[config.mk]
export PLATFORM = sky130hd
export DESIGN_NAME = fifo_stream_reader
export DESIGN_NICKNAME = d
export VERILOG_FILES = /design/src/rtl/fifo_reader_pkg.sv /design/src/rtl/fifo_stream_reader_obuf.sv /design/src/rtl/fifo_stream_reader.sv
export SDC_FILE = /design/constraint.sdc
export NUM_CORES = 1
export LEC_CHECK = 0
export CORE_UTILIZATION = 51
export CTS_CLUSTER_DIAMETER = 150
export DETAILED_ROUTE_END_ITERATION = 6
export PLACE_DENSITY = 0.76
export SLEW_MARGIN = 0
export SYNTH_ARGS = -nofsm -noshare
export SYNTH_HDL_FRONTEND = slang
export SYNTH_SLANG_ARGS = --single-unit
[constraint.sdc]
create_clock -name clk -period 2.9 [get_ports clk]
set_input_delay 0.58 -clock clk [delete_from_list [all_inputs] [get_ports clk]]
set_output_delay 0.58 -clock clk [all_outputs]
set_load 0.05 [all_outputs]
[src/rtl/fifo_reader_pkg.sv]
// fifo_reader_pkg: state encoding, output buffer depth and ring-pointer helper for fifo_stream_reader
package fifo_reader_pkg;
    typedef enum logic [1:0] {
        ST_IDLE = 2'd0,
        ST_RUN  = 2'd1,
        ST_TAIL = 2'd2
    } state_e;
    localparam int OBUF_DEPTH = 3;
    function automatic logic [1:0] ptr_inc(input logic [1:0] p);
        return (p == 2'(OBUF_DEPTH - 1)) ? 2'd0 : p + 2'd1;
    endfunction
endpackage

[src/rtl/fifo_stream_reader_obuf.sv]
// stream_obuf: 3-entry ring buffer that holds FIFO words until the stream accepts them
// ports: clk, srstn (async active-low), push/push_data (write), pop (read head),
//        head_data (oldest word), count (occupancy 0..3)
module stream_obuf
    import fifo_reader_pkg::*;
#(
    parameter int DATA_WIDTH = 8
) (
    input  logic                  clk,
    input  logic                  srstn,
    input  logic                  push,
    input  logic [DATA_WIDTH-1:0] push_data,
    input  logic                  pop,
    output logic [DATA_WIDTH-1:0] head_data,
    output logic [1:0]            count
);
    logic [DATA_WIDTH-1:0] mem_q [OBUF_DEPTH];
    logic [DATA_WIDTH-1:0] mem_d [OBUF_DEPTH];
    logic [1:0] wr_q, wr_d, rd_q, rd_d, cnt_q, cnt_d;
    logic do_push, do_pop;
    always_comb begin
        do_pop  = pop && cnt_q != 2'd0;
        // a push into a full buffer is only legal when a pop frees a slot in the same cycle
        do_push = push && (cnt_q != 2'(OBUF_DEPTH) || do_pop);
        mem_d = mem_q;
        if (do_push) mem_d[wr_q] = push_data;
        wr_d  = do_push ? ptr_inc(wr_q) : wr_q;
        rd_d  = do_pop ? ptr_inc(rd_q) : rd_q;
        cnt_d = cnt_q + 2'(do_push) - 2'(do_pop);
    end
    always_ff @(posedge clk or negedge srstn) begin
        if (!srstn) begin
            mem_q <= '{default: '0};
            wr_q  <= '0;
            rd_q  <= '0;
            cnt_q <= '0;
        end else begin
            mem_q <= mem_d;
            wr_q  <= wr_d;
            rd_q  <= rd_d;
            cnt_q <= cnt_d;
        end
    end
    assign head_data = mem_q[rd_q];
    assign count     = cnt_q;
endmodule

[src/rtl/fifo_stream_reader.sv]
// fifo_stream_reader: reads a burst of words from a FIFO and presents them as a valid/ready stream
// ports: clk, srstn (async active-low); start/burst_len request a burst;
//        fifo_dout/fifo_empty/fifo_rd_en talk to the FIFO (data one cycle after rd_en);
//        m_data/m_valid/m_ready/m_last form the stream; busy = not idle, done = burst complete pulse
module fifo_stream_reader
    import fifo_reader_pkg::*;
#(
    parameter int DATA_WIDTH = 8,
    parameter int DATA_ADDR  = 4,
    parameter int LEN_W      = 8
) (
    input  logic                  clk,
    input  logic                  srstn,
    input  logic                  start,
    input  logic [LEN_W-1:0]      burst_len,
    input  logic [DATA_WIDTH-1:0] fifo_dout,
    input  logic                  fifo_empty,
    output logic                  fifo_rd_en,
    output logic [DATA_WIDTH-1:0] m_data,
    output logic                  m_valid,
    input  logic                  m_ready,
    output logic                  m_last,
    output logic                  busy,
    output logic                  done
);
    if (DATA_ADDR < 1) begin : g_bad_addr
        $error("DATA_ADDR must be at least 1");
    end
    state_e state_q, state_d;
    logic [LEN_W-1:0] len_q, len_d, issued_q, issued_d, accepted_q, accepted_d;
    logic inflight_q, inflight_d;
    logic [1:0] ob_count;
    logic [DATA_WIDTH-1:0] ob_head;
    logic room, last_word, hs;
    always_comb begin
        // read credit counts words already buffered plus the read whose data lands next cycle,
        // so rd_en never depends on m_ready
        room       = ({1'b0, ob_count} + {2'b00, inflight_q}) < 3'(OBUF_DEPTH);
        fifo_rd_en = state_q == ST_RUN && !fifo_empty && issued_q < len_q && room;
        inflight_d = fifo_rd_en;
        m_valid    = ob_count != 2'd0;
        last_word  = accepted_q == len_q - 1'b1;
        m_last     = m_valid && last_word;
        m_data     = m_valid ? ob_head : '0;
        hs         = m_valid && m_ready;
        busy       = state_q != ST_IDLE;
        done       = state_q == ST_TAIL && hs && last_word;
        state_d    = state_q;
        len_d      = len_q;
        issued_d   = issued_q + LEN_W'(fifo_rd_en);
        accepted_d = accepted_q + LEN_W'(hs);
        if (state_q == ST_IDLE && start && burst_len != '0) begin
            state_d    = ST_RUN;
            len_d      = burst_len;
            issued_d   = '0;
            accepted_d = '0;
        end else if (state_q == ST_RUN && issued_d == len_q) begin
            state_d = ST_TAIL;
        end else if (done) begin
            state_d = ST_IDLE;
        end
    end
    always_ff @(posedge clk or negedge srstn) begin
        if (!srstn) begin
            state_q    <= ST_IDLE;
            len_q      <= '0;
            issued_q   <= '0;
            accepted_q <= '0;
            inflight_q <= 1'b0;
        end else begin
            state_q    <= state_d;
            len_q      <= len_d;
            issued_q   <= issued_d;
            accepted_q <= accepted_d;
            inflight_q <= inflight_d;
        end
    end
    stream_obuf #(.DATA_WIDTH(DATA_WIDTH)) u_obuf (
        .clk       (clk),
        .srstn     (srstn),
        .push      (inflight_q),
        .push_data (fifo_dout),
        .pop       (hs),
        .head_data (ob_head),
        .count     (ob_count)
    );
endmodule

==> summary.md, run 1 <==
| Metric | Value |
|---|---|
| Status | `finished, final reports clean` |
| Min Tclk post-route | `2.895 ns` |
| Clk sink count | `57` |
| Post-synth EDFFs | `0` |
| Core area | `0.005921 mm^2` |
| Layout Nets | `395` |
| CTS tree | `done` |
| Setup TNS | `0 ns` |
| Final Util | `67.52%` |
| Crit start category | `flip-flop` |
| MaxCap Viol Count | `0` |
| DP Cell Count | `417` |
| Drt first pass iters | `5` |
| Main synth FF type | `dfrtp_1` |
| Final cell count without fillers | `437` |
| Slowest-stage cell, CP | `dfrtp_1` |
| Slowest Stage Delay on Critical Path | `0.39 ns` |
| Fin. Hold Viols | `0` |
| Min-delay worst type | `primary input to async pin` |
| Final setup fails | `0` |
| Arrival @ worst endpoint | `3.17 ns` |
| H-tree levels | `3` |
| Clk_lat worst skew | `0.34 ns` |
| Initial core utilization | `53.09%` |
| Area grow syn2layout | `27.19%` |
| Ys async rst share | `100.0%` |
| Hold_ws | `0.1066 ns` |
| PwrDens | `1188 mW/mm^2` |
| Post-Synth Adder-Cell Area | `6.369%` |
| DP HPWL | `5036 um` |
| Required @ worst endpoint | `3.18 ns` |
| Antenna viol nets, final | `0` |
| Synth Area in XOR/XNOR | `8.917%` |
| Yosys Warn Count | `0` |
| Worst Setup End Kind | `flip-flop` |
| RSZ-0062 raised after global routing | `true` |
| Hold buffer count at CTS | `0` |
| Peak VDD IR | `0.7532 mV` |
| Clock-pin slew on the worst setup and hold paths | `0.07 ns` |
| Pins Over Slew Limit | `0` |
| First-pass GRT wire length | `11310 um` |
| GPL Wtd Cong | `0.9074` |
| Max-slew headroom | `47.37%` |
| Cell taking the most area after synthesis | `dfrtp_1` |
| Mux share of post-synthesis cell area | `12.78%` |
| Via density | `5.357` |
| Max Buffers Root-to-Sink | `2` |
| Cell Area, Synth | `0.003143 mm^2` |
| Grt ovf | `0` |
| Worst Tran Pin Value | `0.7869 ns` |
| Synth top area share | `45.38%` |
| Layout Skew | `0.008706 ns` |
| Post-route setup slack | `0.005363 ns` |
| Cell chosen for the clock root | `clkbuf_8` |
| Yosys reg bits | `57` |
| Wire per inst | `15.48 um` |
| Synth area leaders | `dfrtp_1, mux2_2, ha_1` |
| DIE AREA | `0.006481 mm^2` |
| WS Path Type | `flip-flop to flip-flop` |
| DRT Wirelength | `6763 um` |
| Most common cell after layout, fill and taps aside | `dfrtp_1` |
| PortBufs | `33` |
| Antenna violations before repair | `0` |
| Fin crit share | `99.82%` |
| Fraction of layout cells with a size suffix above 1 | `26.80%` |
| Most frequent cells in the layout | `dfrtp_1, nor2_1, buf_4` |
| Row count | `28` |
| # diodes | `0` |
| Die Y | `80.51 um` |
| Post-synthesis net count | `339` |
| I/O Pins | `34` |
| FMAX | `0.3455 GHz` |
| Pin count of the biggest net entering global routing | `34` |
| Sequential area share after synthesis | `45.38%` |
| Static leakage | `0.001822 uW` |
| Total track usage | `23.94%` |
| Die X | `80.51 um` |
| CP cell instances | `inv_2 -> ha_4 -> a21o_1 -> a21o_1 -> a21o_1 -> a21o_1 -> a41oi_4 -> ha_4 -> ha_4 -> xnor2_2 -> and4_1 -> o2111ai_2 -> nor4_2 -> a22o_1` |
| Synth unique cells | `42` |
| Combinational family with the most area after synthesis | `simple AND/OR/NAND/NOR gates` |
| Cells after Synth | `302` |
| Vias in the first global route | `2389` |
| DR iter-0 viols | `107` |
| Worst path most repeated cell | `a21o_1` |
| Crit-path max FO | `4` |
| Setup Slack @ Placement | `-0.07987 ns` |
| Synth Area in Compound Gates | `7.842%` |
| CTS buffer count | `9` |
| Residual DRC | `0` |
| Via count | `2341` |
| Syn_area_per_cell | `10.41 um^2` |
| Post-Synth Simple-Gate Area | `15.37%` |
## layer usage
layer	track usage, %	wire length [um]	share of wire, %	vias to the layer above
li1	-	-	-	1140
met1	28.09	2890	43	1120
met2	40.34	3389	50	61
met3	5.455	229	3.4	20
met4	13.04	254	3.8	0
met5	0	0	0	-
## cells by family after synthesis
kind of cell | after synthesis
simple gates | 96
flops | 57
compound gates | 38
mux | 37
xor+xnor | 32
buf+inv | 26
fa+ha+maj | 16
## cell usage after synthesis, drive strengths merged (2+ instances only)
cell	n
mux2i	12
buf	4
nor2	40
nor3	2
nand2	22
xnor2	21
mux2	25
dfrtp	57
a21o	5
a21oi	13
nand3	11
ha	16
xor2	11
nand2b	2
and3	3
nand4	2
nor2b	5
o21ai	11
inv	18
clkbuf	4
nor4	4
## flip-flops by register name, summed over array words and instances, names as in the netlist
signal	flops
u_obuf.mem_q	24
accepted_q	8
issued_q	8
len_q	8
state_q	2
u_obuf.count	2
u_obuf.rd_q	2
u_obuf.wr_q	2
inflight_q	1
## worst paths after layout
kind	cells past startpoint	start	slack (ns)	to
setup / recovery	14	len_q[1]	0.005	state_q[1]
hold / removal	1	srstn	0.11	issued_q[2]
setup reg to reg	14	len_q[1]	0.005	state_q[1]
hold reg to reg	1	u_obuf.mem_q[18]	0.50	u_obuf.mem_q[18]
max in group asynchronous	2	srstn	2.08	u_obuf.mem_q[9]
min in group clk	1	u_obuf.mem_q[18]	0.50	u_obuf.mem_q[18]
## worst max-delay path, delay by kind of cell, from the launching register on
family                   cells  cell delay (ns)
AND/OR/NAND/NOR              2             0.45
XOR/XNOR                     1             0.14
flip-flops                   1             0.39
AO/OA/AOI/OAI                7             1.13
adder cells (fa/ha/maj)      3             0.60
buffers and inverters        1             0.10
## layout make-up
class	instances	area (um^2)
Clock buffer	12	145.1
Clock inverter	3	65.06
Fill cell	479	1923
Inverter	18	67.56
Multi-Input combinational cell	219	1710
Sequential cell	57	1430
Tap cell	75	93.84
Timing Repair Buffer	53	485.5
## stage by stage
stage | instance area (um^2) | power (uW)
CTS | 3963 | 4712
floorplan | 3206 | 3150
finish | 3998 | 4750
detailed placement | 3717 | 3838
global route | 3998 | 5086
global placement | 3717 | 3774
## report_power, final
part / total [uW] / switching (uW) / internal [uW]
sequential: 1450 / 305 / 1140
combinational: 2490 / 1350 / 1140
clock: 813 / 311 / 502
## what timing repair did
action,CTS,global route
cloned,0,0
pin swaps,4,6
gates resized for setup,5,3
buffers inserted,3,2
endpoints found under the setup margin,2,4
(Power assumes the default switching activity.)
==> run 2: changes to the inputs <==
Settings changed: CORE_MARGIN from default to 3, PLACE_DENSITY 0.76 to 0.83, RECOVER_POWER from default to 100.
==> summary.md, run 2 (synthesis results as in run 1) <==
| Metric | Value |
|---|---|
| WS Path Type | `flip-flop to flip-flop` |
| PwrDens | `1196 mW/mm^2` |
| Crit. path cell count | `15` |
| Met3 routed WL | `305 um` |
| Layout Nets | `396` |
| Highest routed layer | `met4` |
| Min-delay worst type | `flip-flop to flip-flop` |
| Final setup fails | `3` |
| Drt first pass iters | `4` |
| Antenna viol nets, final | `0` |
| Grt ovf | `0` |
| Met2 routed WL | `3653 um` |
| Total track usage | `20.98%` |
| Antenna violations before repair | `0` |
| Fin. Hold Viols | `0` |
| Arrival @ worst endpoint | `3.20 ns` |
| Core area | `0.005743 mm^2` |
| Total chip power | `4777 uW` |
| Wire per inst | `16.00 um` |
| Clock-pin slew on the worst setup and hold paths | `0.07 ns` |
| Sw frac | `41.45%` |
| Hold buffer count at CTS | `0` |
| Die Y | `84.51 um` |
| R2r setup slk | `-0.03 ns` |
| Crit-path max FO | `4` |
| Min Tclk post-route | `2.930 ns` |
| Max Buffers Root-to-Sink | `2` |
| MaxCap Viol Count | `0` |
| FF-to-FF path depth | `15` |
| Crit start category | `flip-flop` |
| H-tree levels | `3` |
| Internal power | `2797 uW` |
| Logic pwr share | `51.3%` |
| Die X | `84.51 um` |
| Post-route setup slack | `-0.02968 ns` |
| GPL Wtd Cong | `0.8414` |
| Buf+Inv Stages, Crit Path | `2` |
| Worst path most repeated cell | `a21o_1` |
| Required @ worst endpoint | `3.17 ns` |
| Worst Tran Pin Value | `1.378 ns` |
| Pin count of the biggest net entering global routing | `26` |
| Area grow syn2layout | `27.03%` |
| Largest reg by FF count | `u_obuf.mem_q` |
| First-pass GRT wire length | `11870 um` |
| Min-delay src | `u_obuf.mem_q[22]` |
| Clk sink count | `57` |
| CP top delay family | `compound AO/OA/AOI/OAI gates` |
| Worst Setup End Kind | `flip-flop` |
| Final Util | `69.52%` |
| Layout Skew | `0.008279 ns` |
| Most common cell after layout, fill and taps aside | `dfrtp_1` |
| Vias in the first global route | `2520` |
| RSZ-0062 raised after global routing | `true` |
| Metal-1 WL | `2953 um` |
| CTS buffer count | `9` |
| Row count | `27` |
| Peak VDD IR | `1.040 mV` |
| Max FFs per register | `24` |
| Via count | `2364` |
| Cell chosen for the clock root | `clkbuf_8` |
| Residual DRC | `0` |
| Hold Path Stages | `1` |
| Hold endpoint | `u_obuf.mem_q[22]` |
| Most frequent cells in the layout | `dfrtp_1, nor2_1, mux2_2` |
| Max-slew headroom | `8.142%` |
| PortBufs | `33` |
| Clk pwr share | `17.8%` |
| Slowest Stage Delay on Critical Path | `0.40 ns` |
| Fillers | `422` |
| Status | `finished with violations` |
| # diodes | `0` |
| DRT Wirelength | `6976 um` |
| I/O Pins | `34` |
| DR iter-0 viols | `92` |
| Register Area | `0.001429 mm^2` |
| CTS tree | `done` |
| FMAX | `0.3413 GHz` |
| Fin crit share | `101.0%` |
| Slowest-stage cell, CP | `dfrtp_1` |
| Static leakage | `0.001808 uW` |
| CP cell instances | `inv_2 -> buf_6 -> ha_4 -> a21o_1 -> a21o_1 -> a21o_1 -> a21o_1 -> a41oi_4 -> ha_4 -> ha_4 -> xnor2_2 -> and4_1 -> o2111ai_2 -> nor4_2 -> a22o_1` |
| Failing checks | `setup timing` |
| Multi-input gate area | `0.001695 mm^2` |
| Pins Over Slew Limit | `0` |
| Clk_lat worst skew | `0.33 ns` |
| DIE AREA | `0.007141 mm^2` |
| Initial core utilization | `54.73%` |
| Net Switching | `1980 uW` |
| Worst r2r src | `len_q[1]` |
| Via density | `5.422` |
| Sequential power share | `30.9%` |
| DP HPWL | `5058 um` |
| Fraction of layout cells with a size suffix above 1 | `25.00%` |
| RR Endpoint | `state_q[1]` |
[run 2: changes by cell type in the layout (fill, tap and decap cells not counted), sizes merged]
cell / change
dlygate4sd3: +2
clkbuf: +5
clkinv: -1
clkdlybuf4s50: -2
clkinvlp: +2
buf: -4
[run 2: metrics by stage]
| stage | setup slack (ns) | instances | TNS [ns] | hold slack, ns | instance area [um^2] |
|---|---|---|---|---|---|
| after global routing | -0.2019 | 436 | -0.7247 | 0.5291 | 3993 |
| final | -0.02968 | 436 | -0.07763 | 0.5091 | 3993 |
| after detailed placement | -0.1345 | 415 | -0.2612 | 0.4953 | 3714 |
| after CTS | -0.02112 | 435 | -0.04635 | 0.2547 | 3999 |
| after global placement | -0.04187 | 415 | -0.07388 | 0.4865 | 3714 |
| after floorplan | -0.05207 | 302 | -0.1020 | 0.2844 | 3206 |
[run 2: worst register-to-register path, delay by kind of cell, from the launching register on]
kind | cells | cell delay [ns]
compound gates | 7 | 1.18
xor+xnor | 1 | 0.13
fa+ha+maj | 3 | 0.59
buf+inv | 2 | 0.17
flops | 1 | 0.40
simple gates | 2 | 0.42
[run 2: worst max-delay path by stage]
stage / endpoint / start / slack (ns)
detailed placement: state_q[1] / fifo_empty / -0.13
global placement: state_q[0] / fifo_empty / -0.04
finish: state_q[1] / len_q[1] / -0.03
global route: state_q[1] / len_q[1] / -0.20
floorplan: state_q[0] / len_q[1] / -0.05
CTS: done / len_q[1] / -0.02
[run 2: cell type report]
type | instances | area share (%)
Clock buffer | 12 | 3.886
Clock inverter | 4 | 1.880
Inverter | 18 | 1.692
Multi-Input combinational cell | 219 | 42.46
Sequential cell | 57 | 35.79
Tap cell | 72 | 2.256
Timing Repair Buffer | 54 | 12.03
[run 2: timing repair]
item                       in CTS  in global routing
gates resized for setup         5                  2
pin swaps                       4                  8
setup endpoints to repair       2                  5
setup buffers                   4                  1
[run 2: routing by layer]
| metal | global-route usage (%) | vias to the layer above |
|---|---|---|
| li1 | - | 1145 |
| met1 | 24.40 | 1151 |
| met2 | 37.86 | 61 |
| met3 | 6.281 | 7 |
| met4 | 4.892 | 0 |
| met5 | 0 | - |
[run 2: power groups by stage]
| stage | Combinational, uW | Clock (uW) | Sequential [uW] |
|---|---|---|---|
| after global routing | 2680 | 898 | 1520 |
| final | 2450 | 851 | 1470 |
| after detailed placement | 2360 | 0 | 1490 |
| after CTS | 2460 | 858 | 1480 |
| after global placement | 2270 | 0 | 1470 |
| after floorplan | 1770 | 0 | 1380 |
==> RTL change (config.mk and constraints of run 1) <==
`DATA_WIDTH` is set to 8 in 2 places; all go to 9.
--- a/src/rtl/fifo_stream_reader_obuf.sv
+++ b/src/rtl/fifo_stream_reader_obuf.sv
@@ -5,5 +5,5 @@
     import fifo_reader_pkg::*;
 #(
-    parameter int DATA_WIDTH = 8
+    parameter int DATA_WIDTH = 9
 ) (
     input  logic                  clk,
--- a/src/rtl/fifo_stream_reader.sv
+++ b/src/rtl/fifo_stream_reader.sv
@@ -6,5 +6,5 @@
     import fifo_reader_pkg::*;
 #(
-    parameter int DATA_WIDTH = 8,
+    parameter int DATA_WIDTH = 9,
     parameter int DATA_ADDR  = 4,
     parameter int LEN_W      = 8
Ports: changed (resized fifo_dout and m_data); port bits go from 34 to 36. No check against the original RTL was run, so the function may have changed too.
==> RTL change against run 1 <==
Worst setup slack got worse by 0.072 ns; die area rose by 3.7%; design area rose by 11%; wire length rose by 13%; synthesized area rose by 3.8%; highest routed layer unchanged; the flow now finishes with violations (negative setup slack); largest power group unchanged; first-iteration DRC count rose by 67%; sequential cell count rose by 3; sequential power rose by 4%; total power rose by 12%.
==> RTL change: results (changes against run 1) <==
* Share of layout cells above drive strength 1 at 32.7% (was 26.8%)
* CP max FO at 3 (was 4)
* Post-synth net total at 354 (was 339)
* Setup WS pre-CTS at -0.137 ns (was -0.0799 ns)
* Leak pwr at 2.02 nW (was 1.82 nW)
* WP data arrival at 3.20 ns (was 3.17 ns)
* Total GRT Usage at 24.9% (was 23.9%)
* Dpl cell area at 3940 sq um (was 3720 sq um)
* Post-detail-place hpwl at 5.19 mm (was 5.04 mm)
* Final setup vio count at 2 (was 0)
* Synth top cells by count: dfrtp_1 (60), nor2_1 (36), mux2_2 (28), nand2_1 (23) (was dfrtp_1 (57), nor2_1 (39), mux2_2 (25), nand2_1 (22), xnor2_1 (21))
* Failing checks: negative setup slack
* R2R depth at 15 (was 14)
* Largest stage delay, worst path at 0.42 ns (was 0.39 ns)
* Setup ws final at -0.0662 ns (was 0.00536 ns)
* Post-synth cell types at 35 (was 42)
* Filler Cells Inserted at 418 (was 479)
* GR Util met2 at 39.8% (was 40.3%)
* VDD IR max at 797 uV (was 753 uV)
* Slew Limit Headroom at 13.5% (was 47.4%)
* GRT met3 Usage at 6.11% (was 5.45%)
* Reg2reg end: state_q[0]$_DFFE_PN0P_ (was state_q[1]$_DFFE_PN0P_)
* Synth top area share at 46.0% (was 45.4%)
* Port bufs at 35 (was 33)
* First-pass GRT wire length at 12.1 mm (was 11.3 mm)
* Synth area leaders: dfrtp_1 (46%), mux2_2 (9.7%), ha_1 (6.1%) (was dfrtp_1 (45%), mux2_2 (9.0%), ha_1 (6.4%))
* Vias in the first global route at 2545 (was 2389)
* GP Congestion at 0.821 (was 0.907)
* DRT Wirelength at 7.64 mm (was 6.76 mm)
* Final net count at 427 (was 395)
* Met1 usage at 33.7% (was 28.1%)
* Outcome: complete, but fails checks (was completed)
* Initial detailed-routing violation count at 179 (was 107)
* Detailed-route via count at 2612 (was 2341)
* Max reg flops at 27 (was 24)
* TNS Setup at -0.0984 ns (was 0 ns)
RTL change: changes by cell type in the layout (fill, tap and decap cells not counted), moves of 4 or more:
cell,run 1,this run
xnor2_1,20,13
xor2_1,11,15
dfrtp_1,54,60
nor2_2,5,1
buf_4,28,43
RTL change: how the worst max path moves through the flow:
stage	from	to	slack, ns	depth (start not counted)
after detailed placement	fifo_empty	state_q[0]$_DFFE_PN0P_	-0.14	11
after global placement	fifo_empty	state_q[0]$_DFFE_PN0P_	-0.06	11
final	issued_q[1]$_DFF_PN0_	state_q[0]$_DFFE_PN0P_	-0.07	15
after floorplan	len_q[1]$_DFFE_PN0P_	state_q[0]$_DFFE_PN0P_	-0.19	14
after CTS	issued_q[1]$_DFF_PN0_	state_q[0]$_DFFE_PN0P_	-0.09	14
after global routing	issued_q[1]$_DFF_PN0_	state_q[0]$_DFFE_PN0P_	-0.20	15
RTL change: logic make-up after synthesis:
| family | synth area share (%) |
|---|---|
| XOR/XNOR | 8.82 |
| multiplexers | 12.4 |
| AND/OR/NAND/NOR | 15.5 |
| buffers and inverters | 2.99 |
| adder cells (fa/ha/maj) | 6.13 |
| AO/OA/AOI/OAI | 8.13 |
| flip-flops | 46.0 |
RTL change: report_power, final:
group          switching [mW]  internal (mW)  total (mW)  leakage, nW
combinational            1.61           1.34        2.95         1.17
sequential              0.313           1.20        1.51        0.745
clock                   0.360          0.489       0.849        0.110
RTL change: repair_timing:
item	4_1_cts	5_1_grt
gates resized for setup	8	22
gates cloned	0	0
setup endpoints to repair	4	5
pin swaps	14	17
setup buffers	5	8
RTL change: final cells by class:
class	instances	area (sq um)	share of cell area, %
clock buffer	9	124	2.79
multi-input combinational	231	1910	43.1
inverter	15	58.8	1.33
timing repair buffer	72	651	14.7
sequential	60	1500	33.8
tap	75	93.8	2.11
clock inverter	7	98.8	2.23
RTL change: per-stage QoR:
stage | hold slack [ns] | std cells
6_report | 0.162 | 469
5_1_grt | 0.185 | 469
3_3_place_gp | 0.487 | 441
4_1_cts | 0.162 | 462
2_1_floorplan | 0.284 | 316
3_5_place_dp | 0.495 | 441
RTL change: per-layer routing:
metal	share of wire, %	routed length (microns)
met1	47	3570
met2	49	3740
met3	3.6	276
met4	0.69	53
met5	0	0
RTL change: worst max-delay path, delay by kind of cell, from the launching register on:
kind	cells	cell delay [ns]
AO/OA/AOI/OAI	8	1.41
adder cells (fa/ha/maj)	2	0.43
XOR/XNOR	1	0.16
AND/OR/NAND/NOR	2	0.20
flip-flops	1	0.42
buffers and inverters	2	0.23
